$ cat config.mk
export PLATFORM = sky130hd
export DESIGN_NAME = pipeline_scoreboard
export DESIGN_NICKNAME = d
export VERILOG_FILES = /design/src/rtl/pipeline_scoreboard_pkg.sv /design/src/rtl/scoreboard_lookup.sv /design/src/rtl/pipeline_scoreboard.sv
export SDC_FILE = /design/constraint.sdc
export NUM_CORES = 1
export LEC_CHECK = 0
export CORE_ASPECT_RATIO = 1.5
export CORE_MARGIN = 4
export CORE_UTILIZATION = 56
export CTS_CLUSTER_SIZE = 20
export DETAILED_ROUTE_END_ITERATION = 12
export GPL_TIMING_DRIVEN = 1
export PLACE_DENSITY = 0.86
export SYNTH_ARGS = -nofsm -noshare
export SYNTH_HDL_FRONTEND = slang
export SYNTH_HIERARCHICAL = 1
export SYNTH_SLANG_ARGS = --single-unit
$ cat constraint.sdc
create_clock -name clock -period 8.4 [get_ports clock]
set_input_delay 1.68 -clock clock [delete_from_list [all_inputs] [get_ports clock]]
set_output_delay 1.68 -clock clock [all_outputs]
set_load 0.01 [all_outputs]
$ cat src/rtl/pipeline_scoreboard_pkg.sv
// Shared types for the pipeline scoreboard: tracked-entry layout, id/select widths and helpers.
package pipeline_scoreboard_pkg;

  // Default configuration; entry fields are sized from these.
  localparam int unsigned REG_COUNT_DEFAULT   = 32;
  localparam int unsigned MAX_LATENCY_DEFAULT = 1;
  localparam int unsigned TRACK_DEPTH_DEFAULT = 3;

  localparam int unsigned RID_W = $clog2(REG_COUNT_DEFAULT);
  localparam int unsigned LAT_W = (MAX_LATENCY_DEFAULT > 0) ? $clog2(MAX_LATENCY_DEFAULT + 1) : 1;
  localparam int unsigned SEL_W = $clog2(TRACK_DEPTH_DEFAULT + 1);

  typedef logic [RID_W-1:0] reg_id_t;
  typedef logic [LAT_W-1:0] latency_t;
  typedef logic [SEL_W-1:0] forward_select_t;

  typedef struct packed {
    logic     valid;
    logic     writeEnabled;
    reg_id_t  writeId;
    latency_t remaining;  // stages still to go before the result appears on an output
  } scoreboard_entry_t;

  localparam forward_select_t FORWARD_REGFILE = '0;

  // Remaining-latency countdown, held at zero once the result is available.
  function automatic latency_t decSat(latency_t r);
    return (r == '0) ? r : r - latency_t'(1);
  endfunction

endpackage

$ cat src/rtl/scoreboard_lookup.sv
// Per-read-port search of the tracked entries: youngest matching writer decides forward or stall.
module scoreboard_lookup
  import pipeline_scoreboard_pkg::*;
#(
  parameter int unsigned TRACK_DEPTH = 3,
  parameter int unsigned SEL_W_P     = 2
) (
  input  scoreboard_entry_t [TRACK_DEPTH-1:0] entries,
  input  logic                                readUsed,
  input  reg_id_t                             readId,
  output logic                                hazard,
  output logic [SEL_W_P-1:0]                  select
);

  logic found;

  // Priority search from entry 0 (youngest); first match wins, r0 and unused ports never match.
  always_comb begin
    hazard = 1'b0;
    select = SEL_W_P'(FORWARD_REGFILE);
    found  = 1'b0;
    if (readUsed && (readId != '0)) begin
      for (int i = 0; i < TRACK_DEPTH; i++) begin
        if (!found && entries[i].valid && entries[i].writeEnabled &&
            (entries[i].writeId == readId)) begin
          found = 1'b1;
          if (entries[i].remaining == '0) begin
            select = SEL_W_P'(i + 1);
          end else begin
            hazard = 1'b1;
          end
        end
      end
    end
  end

endmodule

$ cat src/rtl/pipeline_scoreboard.sv
// Hazard/forwarding controller: tracks in-flight writers from execute to writeback, selects
// forward sources per read port, stalls decode on unready producers, counts stalls and bubbles.
module pipeline_scoreboard
  import pipeline_scoreboard_pkg::*;
#(
  parameter int unsigned TRACK_DEPTH    = TRACK_DEPTH_DEFAULT,
  parameter int unsigned NUM_READ_PORTS = 2,
  parameter int unsigned REG_COUNT      = REG_COUNT_DEFAULT,
  parameter int unsigned MAX_LATENCY    = MAX_LATENCY_DEFAULT,
  parameter int unsigned COUNTER_WIDTH  = 32,
  localparam int unsigned ReadIdWidth   = $clog2(REG_COUNT),
  localparam int unsigned LatencyWidth  = (MAX_LATENCY > 0) ? $clog2(MAX_LATENCY + 1) : 1,
  localparam int unsigned SelectWidth   = $clog2(TRACK_DEPTH + 1)
) (
  input  logic                                  clock,
  input  logic                                  reset,
  input  logic                                  issueValid,
  input  logic [NUM_READ_PORTS*ReadIdWidth-1:0] issueReadId,
  input  logic [NUM_READ_PORTS-1:0]             issueReadUsed,
  input  logic                                  issueWriteEnabled,
  input  logic [ReadIdWidth-1:0]                issueWriteId,
  input  logic [LatencyWidth-1:0]               issueLatency,
  input  logic                                  backStall,
  input  logic                                  jumpEnabled,
  output logic                                  issueAccepted,
  output logic                                  stallOnDecode,
  output logic [NUM_READ_PORTS*SelectWidth-1:0] forwardSelect,
  output logic [TRACK_DEPTH-1:0]                stageValid,
  output logic [COUNTER_WIDTH-1:0]              stallCount,
  output logic [COUNTER_WIDTH-1:0]              bubbleCount
);

  scoreboard_entry_t [TRACK_DEPTH-1:0] entryQ, entryD;
  logic [COUNTER_WIDTH-1:0]            stallCountQ, stallCountD;
  logic [COUNTER_WIDTH-1:0]            bubbleCountQ, bubbleCountD;
  logic [NUM_READ_PORTS-1:0]           hazard;
  logic [NUM_READ_PORTS*SelectWidth-1:0] lookupSelect;
  logic                                rawStall, rawAccept;

  for (genvar p = 0; p < NUM_READ_PORTS; p++) begin : gen_lookup
    scoreboard_lookup #(
      .TRACK_DEPTH (TRACK_DEPTH),
      .SEL_W_P     (SelectWidth)
    ) u_lookup (
      .entries  (entryQ),
      .readUsed (issueReadUsed[p]),
      .readId   (reg_id_t'(issueReadId[p*ReadIdWidth +: ReadIdWidth])),
      .hazard   (hazard[p]),
      .select   (lookupSelect[p*SelectWidth +: SelectWidth])
    );
  end

  // Issue decision; outputs forced low while reset is asserted, since inputs may still toggle.
  always_comb begin
    rawStall      = issueValid & ((|hazard) | backStall) & ~jumpEnabled;
    rawAccept     = issueValid & ~rawStall & ~jumpEnabled & ~backStall;
    stallOnDecode = reset & rawStall;
    issueAccepted = reset & rawAccept;
    forwardSelect = reset ? lookupSelect : '0;
    for (int i = 0; i < TRACK_DEPTH; i++) begin
      stageValid[i] = entryQ[i].valid;
    end
    stallCount  = stallCountQ;
    bubbleCount = bubbleCountQ;
  end

  // Entry shift: advance unless the back end is frozen; entry 0 takes the issued op or a bubble.
  always_comb begin
    entryD = entryQ;
    if (!backStall) begin
      if (rawAccept) begin
        entryD[0] = '{valid:        1'b1,
                      writeEnabled: issueWriteEnabled,
                      writeId:      reg_id_t'(issueWriteId),
                      remaining:    latency_t'(issueLatency)};
      end else begin
        entryD[0] = '0;
      end
      for (int i = 1; i < TRACK_DEPTH; i++) begin
        entryD[i]           = entryQ[i-1];
        entryD[i].remaining = decSat(entryQ[i-1].remaining);
      end
    end
  end

  // Saturating performance counters.
  always_comb begin
    stallCountD  = stallCountQ;
    bubbleCountD = bubbleCountQ;
    if (rawStall && (stallCountQ != '1)) begin
      stallCountD = stallCountQ + COUNTER_WIDTH'(1);
    end
    if (!backStall && !rawAccept && (bubbleCountQ != '1)) begin
      bubbleCountD = bubbleCountQ + COUNTER_WIDTH'(1);
    end
  end

  // State registers.
  always_ff @(posedge clock or negedge reset) begin
    if (!reset) begin
      entryQ       <= '0;
      stallCountQ  <= '0;
      bubbleCountQ <= '0;
    end else begin
      entryQ       <= entryD;
      stallCountQ  <= stallCountD;
      bubbleCountQ <= bubbleCountD;
    end
  end

endmodule

# After elaboration in Yosys (flattened, before gate mapping)
# Cells that the tools add are included.
[word_totals]
out_inout_bits = 73
regBits = 88
word_cells = 104
[classes]
eq_ne = 8
addsub = 4
muxes = 38
n_bitwise = 11
reduce_logical = 29
[ops]
columns = ["cell", "n"]
rows = [
  ["32-bit by 1-bit adder with 32-bit output (second input constant)", 2],
  ["32-bit inequality test (second input constant)", 2],
  ["5-bit equality test", 6],
  ["1-bit two-way mux", 25],
  ["2-bit two-way mux", 11],
  ["1-bit logical AND", 20],
  ["5-bit nonzero test", 2],
  ["8-bit two-way mux", 1],
  ["1-bit AND", 7],
  ["1-bit zero test", 6],
  ["4-bit two-way mux", 1],
  ["1-bit NOT", 3],
  ["2-bit OR reduction", 1],
  ["1-bit subtractor (second input constant)", 2],
  ["1-bit bitwise OR", 1],
]

# Longest topological paths before layout
[logic_depth]
depth_word = 27
ltp_mapped = 11
mapped_depth_nobuf = 10

# By module
# The synthesis kept the hierarchy.
[modules_own_cells]
columns = ["mod", "area_each_um2", "n_inst", "cells_per_inst", "seq_area_each_um2"]
rows = [
  ["pipeline_scoreboard", 4146.5, 1, 360, 2152.1],
  ["scoreboard_lookup", 250.2, 2, 34, 0.0],
]

# Worst setup path after synthesis
# No wires, ideal clock.
[synth_timing]
path_kind = "in2out"
from = "in issueReadId[7]"
to = "out stallOnDecode"
setup_slack_ns = 3.344
required_ns = 6.720
path_stages = 6
t_arrival_ns = 3.376
path_buffers = 0
path_cell_list = "or4_2 -> o21ai_0 -> a211oi_1 -> or3_1 -> nand2b_1 -> nor2_1"
[synth_between]
elab_chain_cells = 21
elab_cells_between_ends = 29
[synth_rtl]
columns = ["element", "line", "rtl"]
rows = [
  ["start, declared", "pipeline_scoreboard.sv:18", "input logic [NUM_READ_PORTS*ReadIdWidth-1:0] issueReadId,"],
  ["5-bit equality test", "scoreboard_lookup.sv:25", "(entries[i].writeId == readId)) begin"],
  ["1-bit logical AND", "scoreboard_lookup.sv:24", "if (!found && entries[i].valid && entries[i].writeEnabled &&"],
  ["1-bit two-way mux", "scoreboard_lookup.sv:24", ""],
  ["1-bit two-way mux", "scoreboard_lookup.sv:22", "if (readUsed && (readId != '0)) begin"],
  ["1-bit zero test", "scoreboard_lookup.sv:24", ""],
  ["1-bit logical AND (3 in series)", "scoreboard_lookup.sv:24", ""],
  ["1-bit two-way mux", "scoreboard_lookup.sv:24", ""],
  ["1-bit two-way mux", "scoreboard_lookup.sv:22", ""],
  ["1-bit zero test", "scoreboard_lookup.sv:24", ""],
  ["1-bit logical AND (3 in series)", "scoreboard_lookup.sv:24", ""],
  ["1-bit two-way mux", "scoreboard_lookup.sv:24", ""],
  ["1-bit two-way mux (*)", "scoreboard_lookup.sv:22", ""],
  ["via hazard[1]", "pipeline_scoreboard.sv:36", "logic [NUM_READ_PORTS-1:0] hazard;"],
  ["2-bit OR reduction (*)", "pipeline_scoreboard.sv:55", "rawStall = issueValid & ((|hazard) | backStall) & ~jumpEnabled;"],
  ["1-bit bitwise OR (*)", "pipeline_scoreboard.sv:55", ""],
  ["1-bit AND (*) (2 in series)", "pipeline_scoreboard.sv:55", ""],
  ["1-bit AND (*)", "pipeline_scoreboard.sv:57", "stallOnDecode = reset & rawStall;"],
  ["end, declared", "pipeline_scoreboard.sv:26", "output logic stallOnDecode,"],
]
# Mark *: on every way through the listed nets, which the timed path passes. The rest lies on a longest branch. The select of a mux whose other input is x is not followed.

# Worst setup path in the final report
[layout_timing]
from = "in issueReadId[5]"
to = "out stallOnDecode"
# The elaborated chain is that of the path after synthesis.

==> impl_metrics.ini <==
[yosys]
netlist-cell-type-count = 57
synthArstFlopShare_pct = 100
edff_count_synth = 0
synth_top_cells_by_area = dfrtp_1 46%, xnor2_1 12%, xor2_1 4.7%
ys_top_cells_by_count = 86 x dfrtp_1, 63 x xnor2_1, 30 x nand3_1
syn-instance-count = 428
synth.avg_cell_area_sq_um = 10.9
netlist.top_cell.by_area = dfrtp_1
synth.most_common_cell = dfrtp_1
yosysWarnings = 6
synth_ff_type = dfrtp_1
part_of_the_yosys_area_used_for_sequential_elements_pct = 46.3
synth_area_sq_um = 4650
synth.ff_latch_count = 86
synth.top_cell.area_share_pct = 46.3

[power]
switching_share_pct = 26.3
p_clk_share_pct = 36.5
combinationalPowerShare_pct = 17.2
worst_ir_drop_vdd_v = 0.000172
power.static_leakage_nw = 2.55
power.density_nw_per_um2 = 178
power_frac_seq_pct = 46.3
power_report.internal_total_w = 0.000787
total_switching_power_w = 0.000280

[routing]
viasPerCell = 5.77
route.detailed.wl_per_inst_um = 18.2
detail_route.drc_violations = 0
detail-route-antenna-nets = 0
firstDrtPassIters = 5
vias = 3711
1st_iter_drt_viols = 243
total_detailed_routing_wirelength_um = 11700

[timing]
layout_setup_ws_ns = 2.10
clock-skew-final_ns = 0.00817
finalMaxSlewViolations = 0
worst_slew_margin_rel_pct = 53.7
fmaxAchievable_ghz = 0.159
report.final.hold_viol_count = 0
timing.final.setup_violations = 0
setup_total_negative_slack_ns = 0
final_period_minus_worst_setup_slack_ns = 6.30
grt_setup_unrepaired = false
worst_pin_slew_ns = 0.684
min_period_over_period_pct = 75.0

[place]
post_dp_cell_area_sq_um = 5710
dp_hpwl_um = 8750
gpl.final_weighted_congestion = 0.876
portBuffers = 96
pre_cts_slack_ns = 2.10

[critical_path]
crit_slowest_cell = clkdlybuf4s50_1
cpMostUsedCell = clkdlybuf4s50_1
timing.critical_path.to_type = output pin
timing.critical_path.required_ns = 6.72
worstPathCellList = clkdlybuf4s50_1 > xor2_1 > nor4_1 > nand4_1 > a21boi_0 > a211oi_1 > or3_1 > nand2b_1 > nor2_1 > clkdlybuf4s50_1
arrival_ns = 4.62
critical_path_class = in -> out
cpPeakStageDelay_ns = 0.56
critical_path.startpoint_type = input pin
crit_fanout = 5

[clock_network]
clock_tree_from_tritoncts = built
cts_inserted_buffers = 9
cts_setup_buffers = 0
cts_root_buffer = clkbuf_16
postCtsResizedCells = 0
clkLatencyLatePin_ns = 0.33
cts_num_sinks = 86
cts-htree-levels = 3
cts_buffer_depth = 2
clk_transition_reported_paths_ns = 0.06
cts-hold-fix-buffers = 0

[global_route]
globalRouteOverflowTotal = 0
grt_antenna_before_repair = 0
grt_pass1_vias = 3820
grt_start_max_net_pins = 51
grt.total_usage_pct = 25.0
grt_pass1_wl_um = 19000

[floorplan]
core_region_sq_um = 8060
boundaryPins = 97
die-height_um = 120
die_area_sq_um = 9850
rows = 40
start_util_pct = 57.7
die_w_um = 82.4

[hold_path]
hold_path_class = reg -> reg

[flow_run]
max_capacitance_violation_count = 0

[cells_and_area]
ratio_of_cells_with_drive_above_1_in_the_final_layout_pct = 10.6
syn2layout_area_growth_pct = 29.1
postLayoutCellArea_sq_um = 6000
number_of_filler_instances_in_the_final_layout = 555
final_net_count = 560
diodes = 0

[run_status]
status = finished, final reports clean
==> registers in the layout (all words and copies together) (netlist names) <==
register     cells
bubbleCount     32
stallCount      32
stageValid       3
entryQ          19
==> worst max-delay path: cells and delay by family <==
family,cells,cell delay [ns]
buffers and inverters,2,1.11
and+or+nand+nor,5,1.11
AOI/OAI and AO/OA,2,0.47
xor gates and xnor gates,1,0.22
==> final cells by class <==
class	instances	area [sq um]	share of cell area [%]
Sequential cell	86	2150	35.9
Tap cell	105	131	2.19
Inverter	8	30.0	0.500
Clock inverter	4	47.5	0.792
Clock buffer	11	243	4.05
Timing Repair Buffer	98	973	16.2
Multi-Input combinational cell	331	2420	40.4
==> metal layers <==
layer	track usage, %	part of all wire, %	vias to the layer above	wire (um)
met3	5.26	4.8	22	563
met2	43.0	53	127	6190
li1	-	-	1736	-
met5	0	0	-	0
met1	30.1	40	1826	4650
met4	9.36	2.7	0	315
==> stage by stage <==
step           utilization [%]  power (W)  hold slack, ns  instances
2_1_floorplan                -   0.000581           0.504        435
3_3_place_gp              70.9   0.000676           0.475        628
3_5_place_dp              70.9   0.000687           0.487        628
4_1_cts                   74.5    0.00108           0.495        643
5_1_grt                   74.5    0.00111           0.513        643
6_report                  74.5    0.00107           0.501        643
==> cells by family (layout without fill, tap and decap cells) <==
family / Yosys count / after routing / share of synthesized area [%]
simple gates: 183 / 183 / 24.3
xor+xnor: 88 / 88 / 16.6
flops: 86 / 86 / 46.3
compound gates: 34 / 34 / 6.17
buf+inv: 18 / 121 / 2.10
mux: 16 / 16 / 3.88
fa+ha+maj: 2 / 2 / 0.538
other cells: 1 / 8 / 0.0807
==> power groups by stage <==
stage,sequential (W),clock [W],combinational (W)
final,0.000495,0.000389,0.000184
after global routing,0.000499,0.000415,0.000198
after CTS,0.000494,0.000394,0.000186
after detailed placement,0.000502,0,0.000186
after global placement,0.000498,0,0.000177
after floorplan,0.000502,0,0.0000791
==> final timing paths <==
kind	slack [ns]	depth (start not counted)	start	endpoint
max	2.10	10	issueReadId[5]	stallOnDecode
min reg2reg	0.50	1	stallCount[10]	stallCount[10]
min in group asynchronous	1.36	1	reset	stageValid[1]
min	0.50	1	stallCount[10]	stallCount[10]
max reg2reg	5.07	10	entryQ[3]	bubbleCount[30]
max in group asynchronous	6.06	2	reset	stallCount[28]
==> placed cells by master, fill, tap and decap left out, types with 5 or more instances in the layout <==
cell,netlist,routed
a21oi_1,5,5
a22o_1,7,7
and2_1,8,8
and3_1,14,14
clkbuf_16,0,9
clkdlybuf4s50_1,0,95
conb_1,1,8
dfrtp_1,86,86
inv_1,8,8
mux2_2,15,15
nand2_1,24,24
nand3_1,30,30
nand4_1,28,28
nor2_1,26,26
nor3_1,5,5
o21ai_0,6,6
xnor2_1,63,63
xor2_1,25,25
Power figures use the tool's default switching activity.
